===== src/rtl/aq_lsu_spsram_ctrl_64x58_pkg.sv =====
// -----------------------------------------------------------------------------
// aq_lsu_spsram_ctrl_64x58_pkg
//
// Shared LSU SRAM front-end constants: geometry of the 64x58 single-port macro
// and the controller state encoding. Imported by the controller top and its
// response skid buffer.
// -----------------------------------------------------------------------------
package aq_lsu_spsram_ctrl_64x58_pkg;

    // Macro geometry. DEPTH must always equal 2**ADDR_WIDTH so the init
    // counter covers every entry exactly once before wrapping.
    localparam int LSU_SRAM_ADDR_WIDTH = 6;
    localparam int LSU_SRAM_DATA_WIDTH = 58;
    localparam int LSU_SRAM_DEPTH      = 64;

    // Controller states.
    //   ST_INIT  : zero-fill sweep over all entries, one write per cycle
    //   ST_RUN   : normal request service
    //   ST_DRAIN : invalidate seen with a read response still outstanding;
    //              wait for the consumer before starting the zero-fill
    typedef enum logic [1:0] {
        ST_INIT  = 2'd0,
        ST_RUN   = 2'd1,
        ST_DRAIN = 2'd2
    } ctrl_state_e;

endpackage : aq_lsu_spsram_ctrl_64x58_pkg


===== src/rtl/aq_lsu_spsram_rsp_buf.sv =====
// -----------------------------------------------------------------------------
// aq_lsu_spsram_rsp_buf
//
// One-entry skid buffer for SRAM read responses. The macro presents Q the
// cycle after a read strobe (r_rd_pend). If the consumer is not ready in that
// cycle, Q is captured into r_hold_data and replayed until it is taken.
//
// Ports:
//   i_clk        clock, rising edge
//   i_rst_b      synchronous active-low reset; also masks o_rsp_vld while low
//   i_rd_acc     a read request was accepted this cycle
//   i_sram_q     macro Q output
//   i_rsp_rdy    consumer ready
//   o_rsp_vld    read data valid
//   o_rsp_rdata  read data (live Q or held copy)
//   o_rd_pend    macro Q carries a response this cycle
//   o_hold_vld   skid buffer holds an untaken response
// -----------------------------------------------------------------------------
module aq_lsu_spsram_rsp_buf
    import aq_lsu_spsram_ctrl_64x58_pkg::*;
#(
    parameter int DATA_WIDTH = LSU_SRAM_DATA_WIDTH
) (
    input  logic                  i_clk,
    input  logic                  i_rst_b,
    input  logic                  i_rd_acc,
    input  logic [DATA_WIDTH-1:0] i_sram_q,
    input  logic                  i_rsp_rdy,
    output logic                  o_rsp_vld,
    output logic [DATA_WIDTH-1:0] o_rsp_rdata,
    output logic                  o_rd_pend,
    output logic                  o_hold_vld
);

    logic                  r_rd_pend;
    logic                  r_hold_vld;
    logic [DATA_WIDTH-1:0] r_hold_data;
    logic                  w_capture;

    // Response is live on Q but nobody takes it: park it in the buffer.
    // The request side refuses new reads in exactly this situation, so a
    // capture never coincides with a new read landing on Q, and r_rd_pend
    // and r_hold_vld are never set together.
    assign w_capture = r_rd_pend & ~i_rsp_rdy;

    // NOTE: sequential state uses non-blocking assignments so every register
    // samples the pre-edge values of its neighbours regardless of block order.
    always_ff @(posedge i_clk) begin
        if (!i_rst_b) begin
            r_rd_pend  <= 1'b0;
            r_hold_vld <= 1'b0;
        end else begin
            r_rd_pend <= i_rd_acc;
            if (w_capture) begin
                r_hold_vld <= 1'b1;
            end else if (r_hold_vld && i_rsp_rdy) begin
                r_hold_vld <= 1'b0;
            end
        end
    end

    // NOTE: the data register carries no reset; it is only observed while
    // r_hold_vld is set, and leaving it out of reset keeps the wide datapath
    // free of reset fan-out.
    always_ff @(posedge i_clk) begin
        if (w_capture) begin
            r_hold_data <= i_sram_q;
        end
    end

    // Reset masks the valid immediately, before the synchronous clear lands,
    // so an outstanding response is dropped rather than presented.
    assign o_rsp_vld   = i_rst_b & (r_rd_pend | r_hold_vld);
    assign o_rsp_rdata = r_hold_vld ? r_hold_data : i_sram_q;
    assign o_rd_pend   = r_rd_pend;
    assign o_hold_vld  = r_hold_vld;

endmodule : aq_lsu_spsram_rsp_buf


===== src/rtl/aq_lsu_spsram_ctrl_64x58.sv =====
// -----------------------------------------------------------------------------
// aq_lsu_spsram_ctrl_64x58
//
// Front-end controller for the LSU 64x58 single-port SRAM macro. Accepts
// valid/ready read and write requests, drives the macro's active-low strobes,
// returns read data through a one-entry skid buffer, and zero-fills all
// entries after reset and whenever inv_req is raised in RUN.
//
// The macro itself sits in the parent; this block only produces its pins.
// DEPTH must equal 2**ADDR_WIDTH.
//
// Ports:
//   forever_cpuclk  clock, rising edge
//   cpurst_b        synchronous active-low reset
//   req_vld/req_rdy request handshake
//   req_wr          1 = write, 0 = read
//   req_addr        entry index
//   req_wdata       write data
//   req_wmask       per-bit write enable, active-high
//   rsp_vld/rsp_rdy read response handshake
//   rsp_rdata       read data
//   inv_req         level request to re-initialise all entries
//   init_done       high when not initialising
//   sram_a          macro address
//   sram_cen        macro chip enable, active-low
//   sram_gwen       macro global write enable, active-low
//   sram_wen        macro per-bit write enable, active-low
//   sram_d          macro write data
//   sram_q          macro read data, valid the cycle after a read strobe
// -----------------------------------------------------------------------------
module aq_lsu_spsram_ctrl_64x58
    import aq_lsu_spsram_ctrl_64x58_pkg::*;
#(
    parameter int ADDR_WIDTH = LSU_SRAM_ADDR_WIDTH,
    parameter int DATA_WIDTH = LSU_SRAM_DATA_WIDTH,
    parameter int DEPTH      = LSU_SRAM_DEPTH
) (
    input  logic                  forever_cpuclk,
    input  logic                  cpurst_b,

    input  logic                  req_vld,
    output logic                  req_rdy,
    input  logic                  req_wr,
    input  logic [ADDR_WIDTH-1:0] req_addr,
    input  logic [DATA_WIDTH-1:0] req_wdata,
    input  logic [DATA_WIDTH-1:0] req_wmask,

    output logic                  rsp_vld,
    input  logic                  rsp_rdy,
    output logic [DATA_WIDTH-1:0] rsp_rdata,

    input  logic                  inv_req,
    output logic                  init_done,

    output logic [ADDR_WIDTH-1:0] sram_a,
    output logic                  sram_cen,
    output logic                  sram_gwen,
    output logic [DATA_WIDTH-1:0] sram_wen,
    output logic [DATA_WIDTH-1:0] sram_d,
    input  logic [DATA_WIDTH-1:0] sram_q
);

    localparam logic [ADDR_WIDTH-1:0] LAST_ADDR = ADDR_WIDTH'(DEPTH - 1);
    localparam logic [ADDR_WIDTH-1:0] ADDR_ONE  = ADDR_WIDTH'(1);

    ctrl_state_e           r_state;
    logic [ADDR_WIDTH-1:0] r_cnt;

    logic w_in_init;
    logic w_in_run;
    logic w_rd_pend;
    logic w_hold_vld;
    logic w_rsp_busy;
    logic w_acc;
    logic w_rd_acc;

    // ------------------------------------------------------------------
    // State decodes. Every externally visible decode is qualified with
    // cpurst_b so the pins take their quiet values during the reset cycle
    // itself, not one cycle later when the synchronous clear lands.
    // ------------------------------------------------------------------
    assign w_in_init  = cpurst_b & (r_state == ST_INIT);
    assign w_in_run   = cpurst_b & (r_state == ST_RUN);
    assign w_rsp_busy = w_rd_pend | w_hold_vld;

    // A new read may only be accepted if its response has somewhere to go
    // next cycle: the buffer is empty, or the live response is being taken
    // right now. inv_req blocks acceptance so the drain decision is final.
    assign req_rdy   = w_in_run & ~inv_req & ~w_hold_vld & ~(w_rd_pend & ~rsp_rdy);
    assign w_acc     = req_vld & req_rdy;
    assign w_rd_acc  = w_acc & ~req_wr;
    assign init_done = cpurst_b & (r_state != ST_INIT);

    // ------------------------------------------------------------------
    // Control FSM and init address counter.
    // ------------------------------------------------------------------
    always_ff @(posedge forever_cpuclk) begin
        if (!cpurst_b) begin
            r_state <= ST_INIT;
            r_cnt   <= '0;
        end else begin
            unique case (r_state)
                ST_INIT: begin
                    // inv_req is deliberately ignored here: a sweep already
                    // in progress satisfies any invalidate.
                    if (r_cnt == LAST_ADDR) begin
                        r_state <= ST_RUN;
                        r_cnt   <= '0;
                    end else begin
                        r_cnt <= r_cnt + ADDR_ONE;
                    end
                end
                ST_RUN: begin
                    if (inv_req) begin
                        r_state <= w_rsp_busy ? ST_DRAIN : ST_INIT;
                        r_cnt   <= '0;
                    end
                end
                ST_DRAIN: begin
                    if (!w_rsp_busy) begin
                        r_state <= ST_INIT;
                        r_cnt   <= '0;
                    end
                end
                default: begin
                    r_state <= ST_INIT;
                    r_cnt   <= '0;
                end
            endcase
        end
    end

    // ------------------------------------------------------------------
    // Macro pin decode.
    // ------------------------------------------------------------------
    // NOTE: every output gets a default at the top of the block so no path
    // through the if-chain leaves a signal unassigned and infers a latch.
    always_comb begin
        sram_a    = req_addr;
        sram_cen  = 1'b1;
        sram_gwen = 1'b1;
        sram_wen  = '1;
        sram_d    = req_wdata;

        if (w_in_init) begin
            // Full-width zero write to the sweep address.
            sram_a    = r_cnt;
            sram_cen  = 1'b0;
            sram_gwen = 1'b0;
            sram_wen  = '0;
            sram_d    = '0;
        end else if (w_acc) begin
            sram_cen = 1'b0;
            if (req_wr) begin
                // An all-zero mask still strobes the macro; it simply
                // changes no bits.
                sram_gwen = 1'b0;
                sram_wen  = ~req_wmask;
            end
        end
    end

    // ------------------------------------------------------------------
    // Read response skid buffer.
    // ------------------------------------------------------------------
    aq_lsu_spsram_rsp_buf #(
        .DATA_WIDTH (DATA_WIDTH)
    ) u_rsp_buf (
        .i_clk       (forever_cpuclk),
        .i_rst_b     (cpurst_b),
        .i_rd_acc    (w_rd_acc),
        .i_sram_q    (sram_q),
        .i_rsp_rdy   (rsp_rdy),
        .o_rsp_vld   (rsp_vld),
        .o_rsp_rdata (rsp_rdata),
        .o_rd_pend   (w_rd_pend),
        .o_hold_vld  (w_hold_vld)
    );

endmodule : aq_lsu_spsram_ctrl_64x58


===== config.mk =====
export PLATFORM = sky130hd
export DESIGN_NAME = aq_lsu_spsram_ctrl_64x58
export DESIGN_NICKNAME = d
export VERILOG_FILES = /design/src/rtl/aq_lsu_spsram_ctrl_64x58_pkg.sv /design/src/rtl/aq_lsu_spsram_rsp_buf.sv /design/src/rtl/aq_lsu_spsram_ctrl_64x58.sv
export SDC_FILE = /design/constraint.sdc
export NUM_CORES = 1
export LEC_CHECK = 0
export ABC_AREA = 1
export ABC_CLOCK_PERIOD_IN_PS = 6300
export CAP_MARGIN = 0
export CORE_AREA = 2 2 144 146
export CTS_BUF_LIST = sky130_fd_sc_hd__clkbuf_4 sky130_fd_sc_hd__clkbuf_8 sky130_fd_sc_hd__clkbuf_16
export DETAILED_ROUTE_END_ITERATION = 10
export DIE_AREA = 0 0 146 148
export SLEW_MARGIN = 20
export SYNTH_ARGS = -nofsm -noshare
export SYNTH_HDL_FRONTEND = slang
export SYNTH_SLANG_ARGS = --single-unit

===== constraint.sdc =====
create_clock -name forever_cpuclk -period 6.3 [get_ports forever_cpuclk]
set_clock_uncertainty 0.15 [all_clocks]
set_input_delay 0.945 -clock forever_cpuclk [delete_from_list [all_inputs] [get_ports forever_cpuclk]]
set_output_delay 0.945 -clock forever_cpuclk [all_outputs]
set_load 0.02 [all_outputs]

==> flow_summary.toml, run 1 <==
[clock_tree]
cts_buffer_depth = 2
cts_hold_buf = 0
cts_tree = "built"
clkTransAtPathRegs_ns = 0.06
ctsResizeCount = 0
cts_made_buffers = 9
clk_latency_ns = 0.33
clockRootBuffer = "clkbuf_16"
postCtsSetupBuffers = 0
cts-htree-levels = 3
clock-sinks = 68

[floorplanning]
rows = 52
ios = 371
die_w_um = 146
start_util_pct = 20.8
dieArea_mm2 = 0.0216
fp.coreArea_mm2 = 0.0200
die_h_um = 148

[timing]
min_period_ns = 4.77
tns_ns = 0
maxSlewHeadroom_pct = 33.3
worst_slew_pin_slew_ns = 1.00
hold_ws_ns = 0.390
fmax_mhz = 210
finalCritPeriodShare_pct = 75.8
slew_violations = 0
finalSetupViolations = 0
grt_setup_unrepaired = "false"
finalHoldViolCount = 0
setup_ws_ns = 1.53

[final_layout]
nNetsFinal = 1135
syn_to_final_growth_pct = 102
drive_gt1_share_pct = 9.23
fin_util_pct = 41.9
fin_area_mm2 = 0.00840

[routing]
first_iter_violations = 215
wire_per_inst_um = 14.3
drt-total-wl_mm = 17.5
vias_per_cell = 3.90
detail-route-antenna-nets = 0
drc_errors = 0
vias = 4774
drt-pass1-iter-count = 4

[critical_path]
critPathCaptureType = "output port"
path_class = "primary input to output port"
worst_ep_arrival_time_ns = 3.68
crit_fanout = 31
startpoint_type = "primary input"
cp.required_ns = 5.20

[synth]
synth-seq-cells = 68
syn_inst = 594
ys_warn_count = 0
syn_area_mm2 = 0.00416
synthDistinctLibCells = 23
ys_seq_area_share_pct = 46.7
yosys-top-cells-area = "edfxtp_1 42%, nand2_1 23%, or2_2 8.7%"
synth.avg_cell_area_um2 = 7.00
synth_top_area_share_pct = 41.9
syn-num-nets = 781
synth_top_cell_by_area = "edfxtp_1"

[global_route]
grt_pass1_wl_mm = 26.2
grt_max_degree = 118
track_usage_pct = 15.4
overflow = 0
antenna_found_initial = 2
grt_pass1_vias = 4637

[placement]
dp_slack_ns = 1.48
hpwlAfterDp_mm = 13.8
dpl_cell_area_mm2 = 0.00810
portBuffers = 370
gp_congestion = 0.772

[hold_path]
min-delay-path-class = "flop to flop"

[power]
vdd_drop_max_uv = 141
power_density_mw_per_mm2 = 171
p_leak_nw = 3.62

[run_status]
status = "finished, final reports clean"

[job]
drv_cap = 0
-- flip-flops by register name, summed over array words and instances, names as in the netlist --
register	cells
u_rsp_buf.r_hold_data	58
r_cnt	6
r_state	2
u_rsp_buf.o_hold_vld	1
u_rsp_buf.o_rd_pend	1
-- cell usage in the layout (no fill, tap or decap), types with 2 or more instances in the layout --
master / instances
clkdlybuf4s50_1: 370
nand2_1: 259
nor2_1: 72
inv_1: 69
or2_2: 58
edfxtp_1: 58
o21ai_0: 9
clkbuf_16: 9
dfxtp_1: 9
nand3_1: 6
buf_4: 5
inv_2: 4
a21oi_1: 4
nand4_1: 3
nor2_4: 2
nor3_1: 2
clkinv_2: 2
clkinvlp_4: 2
-- cell usage after synthesis --
master and count:
edfxtp_1 58, inv_2 4, buf_1 2, a21oi_1 4, o21ai_2 1, buf_6 2, nor4_1 1, clkbuf_1 15
nor3_1 2, nand3_1 6, nor2_4 1, nand3b_1 1, dfxtp_1 10, inv_1 69, nor2_2 1, ha_1 1
buf_2 13, or2_2 58, o21ai_0 9, nor3b_1 1, nand4_1 3, nand2_1 259, nor2_1 73
-- cell type report --
cell class | count | area [um^2]
clock inverters | 6 | 63.8
repair buffers | 375 | 3740
inverters | 73 | 274
diodes | 1 | 2.50
multi-input cells | 421 | 1810
well taps | 270 | 338
fillers | 2081 | 11600
flip-flops and latches | 68 | 1940
clock buffers | 10 | 233
-- stage by stage --
stage / total power, mW / cells
global route: 1.49 / 1224
detailed placement: 0.940 / 1207
global placement: 0.937 / 1207
finish: 1.44 / 1224
floorplan: 0.671 / 594
CTS: 1.46 / 1223
-- power breakdown --
group | leakage, nW | switching (mW) | internal [mW] | total, mW
clock | 0.142 | 0.197 | 0.311 | 0.508
sequential | 0.603 | 0.00208 | 0.489 | 0.491
combinational | 2.88 | 0.191 | 0.245 | 0.436
total | 3.62 | 0.390 | 1.04 | 1.44
-- critical path: stages --
cell and delay [ns]:
clkdlybuf4s50_1 0.52, inv_2 0.12, nor3_1 0.17, nand3_1 0.18
o21ai_4 0.68, buf_4 0.41, nand2_1 0.10, clkdlybuf4s50_1 0.55
-- path summary, 6_finish.rpt --
kind / slack (ns) / cells past startpoint / endpoint / startpoint
setup reg to reg: 4.41 / 9 / r_cnt[5]$_SDFFE_PN0P_ / u_rsp_buf.o_hold_vld$_SDFFE_PN0P_
setup / recovery: 1.53 / 8 / sram_wen[2] / cpurst_b
hold / removal: 0.39 / 2 / r_cnt[1]$_SDFFE_PN0P_ / r_cnt[1]$_SDFFE_PN0P_
hold reg to reg: 0.39 / 2 / r_cnt[1]$_SDFFE_PN0P_ / r_cnt[1]$_SDFFE_PN0P_
-- kinds of logic after synthesis --
kind of cell / synth area share [%]
AO/OA/AOI/OAI: 1.77
flip-flops: 46.7
adder cells (fa/ha/maj): 0.301
buffers and inverters: 10.2
AND/OR/NAND/NOR: 41.0
-- per-layer routing --
layer / vias to the layer above / global-route usage, % / wire length (um)
met4: 2 / 5.24 / 308
li1: 2495 / - / -
met5: - / 0 / 11
met2: 195 / 27.0 / 8710
met3: 24 / 5.71 / 1640
met1: 2058 / 17.4 / 6860
Note: power is estimated with default switching activity, not from simulation.
==> run 2: changes to the inputs <==
--- a/config.mk
+++ b/config.mk
@@ -6,7 +6,7 @@
 export NUM_CORES = 1
 export LEC_CHECK = 0
 export ABC_AREA = 1
-export ABC_CLOCK_PERIOD_IN_PS = 6300
+export ABC_CLOCK_PERIOD_IN_PS = 3900
 export CAP_MARGIN = 0
 export CORE_AREA = 2 2 144 146
 export CTS_BUF_LIST = sky130_fd_sc_hd__clkbuf_4 sky130_fd_sc_hd__clkbuf_8 sky130_fd_sc_hd__clkbuf_16
==> constraint.sdc (replaced) <==
create_clock -name forever_cpuclk -period 3.9 [get_ports forever_cpuclk]
set_clock_uncertainty 0.15 [all_clocks]
set_input_delay 0.585 -clock forever_cpuclk [delete_from_list [all_inputs] [get_ports forever_cpuclk]]
set_output_delay 0.585 -clock forever_cpuclk [all_outputs]
set_load 0.02 [all_outputs]
==> flow_summary.toml, run 2 (same netlist as run 1, synthesis figures left out) <==
[timing]
grt_setup_unrepaired = "false"
maxSlewHeadroom_pct = 46.5
finalCritPeriodShare_pct = 89.0
tns_ns = 0
worst_slew_pin_slew_ns = 0.803
slew_violations = 0
min_period_ns = 3.47
finalSetupViolations = 0
fmax_mhz = 288
finalHoldViolCount = 0

[floorplanning]
die_h_um = 148
start_util_pct = 20.8
fp.coreArea_mm2 = 0.0200
rows = 52
dieArea_mm2 = 0.0216
die_w_um = 146
ios = 371

[final_layout]
layout_common_cells = "370 x clkdlybuf4s50_1, 259 x nand2_1, 72 x nor2_1, 68 x inv_1"
fillers = 2068
largestRegisters = "u_rsp_buf.r_hold_data: 58 flops, r_cnt: 6 flops, r_state: 2 flops"
syn_to_final_growth_pct = 102
largest_reg_flops = 58
drive_gt1_share_pct = 9.14
top_register = "u_rsp_buf.r_hold_data"
n_antenna_cell = 0
final_cell_count_no_fill = 1222
nNetsFinal = 1137
final_common_cell = "clkdlybuf4s50_1"
seqCellArea_mm2 = 0.00194
multiInputGateArea_mm2 = 0.00181

[critical_path]
cp_num_buf_inv = 4
critPathSlowestCell = "clkdlybuf4s50_1"
path_class = "primary input to output port"
cp_common_cell = "clkdlybuf4s50_1"
worst_ep_arrival_time_ns = 2.74
r2r_end = "r_cnt[5]$_SDFFE_PN0P_"
cp-startpoint = "cpurst_b"
crit_fanout = 58
rrSetupSlack_ns = 1.99
rr_worst_depth = 8
startpoint_type = "primary input"
timing.rr.start = "u_rsp_buf.o_hold_vld$_SDFFE_PN0P_"
critical-path-max-stage-delay_ns = 0.57
cp_top_family = "buffers and inverters"
cp_cell_sequence = "clkdlybuf4s50_1 -> inv_2 -> nor3_1 -> nand3_1 -> o21ai_4 -> buf_12 -> nand2_1 -> clkdlybuf4s50_1"
cp.required_ns = 3.16
critPathCaptureType = "output port"

[clock_tree]
cts_hold_buf = 0
cts-htree-levels = 3
clockRootBuffer = "clkbuf_16"
cts_buffer_depth = 2
postCtsSetupBuffers = 0
clk_latency_ns = 0.33
ctsResizeCount = 0
clkTransAtPathRegs_ns = 0.05
cts_tree = "built"
cts_made_buffers = 9
clock-sinks = 68

[global_route]
track_usage_pct = 15.1
grt_max_degree = 88
grt_pass1_wl_mm = 25.7
antenna_found_initial = 2
overflow = 0
grt_pass1_vias = 4471

[placement]
numPlacedInstances = 1209
gp_congestion = 0.761
portBuffers = 370
hpwlAfterDp_mm = 13.4

[routing]
vias = 4760
wire_per_inst_um = 14.1
drt-pass1-iter-count = 4
detail-route-antenna-nets = 0
drt-total-wl_mm = 17.2
first_iter_violations = 112
drc_errors = 0
vias_per_cell = 3.90

[hold_path]
holdPathStages = 2
hp-start = "r_cnt[1]$_SDFFE_PN0P_"
min_to = "r_cnt[1]$_SDFFE_PN0P_"
min-delay-path-class = "flop to flop"

[job]
drv_cap = 0

[run_status]
status = "finished, final reports clean"

[power]
p_leak_nw = 3.63
vdd_drop_max_uv = 158
power_density_mw_per_mm2 = 270
## run 2: cell types whose count changed in the layout (fill, tap and decap cells not counted), sizes merged
| cell | previous run | this run |
|---|---|---|
| clkinvlp | 2 | 1 |
| inv | 74 | 73 |
| buf | 5 | 7 |
| diode | 1 | 0 |
| clkinv | 2 | 1 |
## run 2: final cells by class
class / count / area share [%]
multi-input cells: 421 / 21.5
well taps: 270 / 4.01
clock buffers: 10 / 2.76
inverters: 73 / 3.26
repair buffers: 377 / 44.9
clock inverters: 3 / 0.490
flip-flops and latches: 68 / 23.1
## run 2: worst max path at each step
stage / endpoint / cells after the start / slack (ns)
2_1_floorplan: sram_wen[48] / 7 / 0.27
3_3_place_gp: sram_wen[52] / 8 / 0.49
3_5_place_dp: sram_wen[35] / 8 / 0.39
4_1_cts: sram_wen[35] / 8 / 0.39
5_1_grt: sram_wen[35] / 8 / 0.25
6_report: sram_wen[35] / 8 / 0.43
## run 2: per-stage QoR
step / utilization, % / hold slack (ns) / worst slack, ns / power (mW) / instance area (um^2)
3_5_place_dp: 40.6 / 0.370 / 0.395 / 1.52 / 8140
5_1_grt: 42.0 / 0.399 / 0.249 / 2.37 / 8420
2_1_floorplan: - / 0.321 / 0.269 / 1.08 / 4160
3_3_place_gp: 40.6 / 0.374 / 0.485 / 1.52 / 8140
4_1_cts: 42.0 / 0.379 / 0.393 / 2.31 / 8420
6_report: 42.0 / 0.374 / 0.430 / 2.28 / 8420
## run 2: where the power goes
| group | leakage, nW | total (mW) | switching [mW] | internal [mW] |
|---|---|---|---|---|
| clock network | 0.131 | 0.777 | 0.289 | 0.489 |
| logic | 2.90 | 0.705 | 0.307 | 0.399 |
| registers | 0.603 | 0.794 | 0.00290 | 0.791 |
| total | 3.63 | 2.28 | 0.599 | 1.68 |
## run 2: worst register-to-register path: cells and delay by family, from the launching register on
family          cells  cell delay [ns]
compound gates      1             0.19
flops               1             0.32
buf+inv             1             0.48
simple gates        6             0.66
## run 2: layer usage
| layer | up-vias | share of wire (%) | global-route usage, % |
|---|---|---|---|
| met5 | - | 0.15 | 0 |
| met4 | 4 | 1.4 | 4.66 |
| met3 | 20 | 7.3 | 4.51 |
| met2 | 178 | 52 | 27.6 |
| met1 | 2053 | 39 | 17.0 |
| li1 | 2505 | - | - |
==> run 3: changes to the inputs <==
--- a/config.mk
+++ b/config.mk
@@ -7,7 +7,7 @@
 export LEC_CHECK = 0
 export ABC_AREA = 1
 export ABC_CLOCK_PERIOD_IN_PS = 3900
-export CAP_MARGIN = 0
+export CAP_MARGIN = 20
 export CORE_AREA = 2 2 144 146
 export CTS_BUF_LIST = sky130_fd_sc_hd__clkbuf_4 sky130_fd_sc_hd__clkbuf_8 sky130_fd_sc_hd__clkbuf_16
 export DETAILED_ROUTE_END_ITERATION = 10
==> results of run 3 <==
No change in the layout: final DEF, timing and power equal those of run 2.
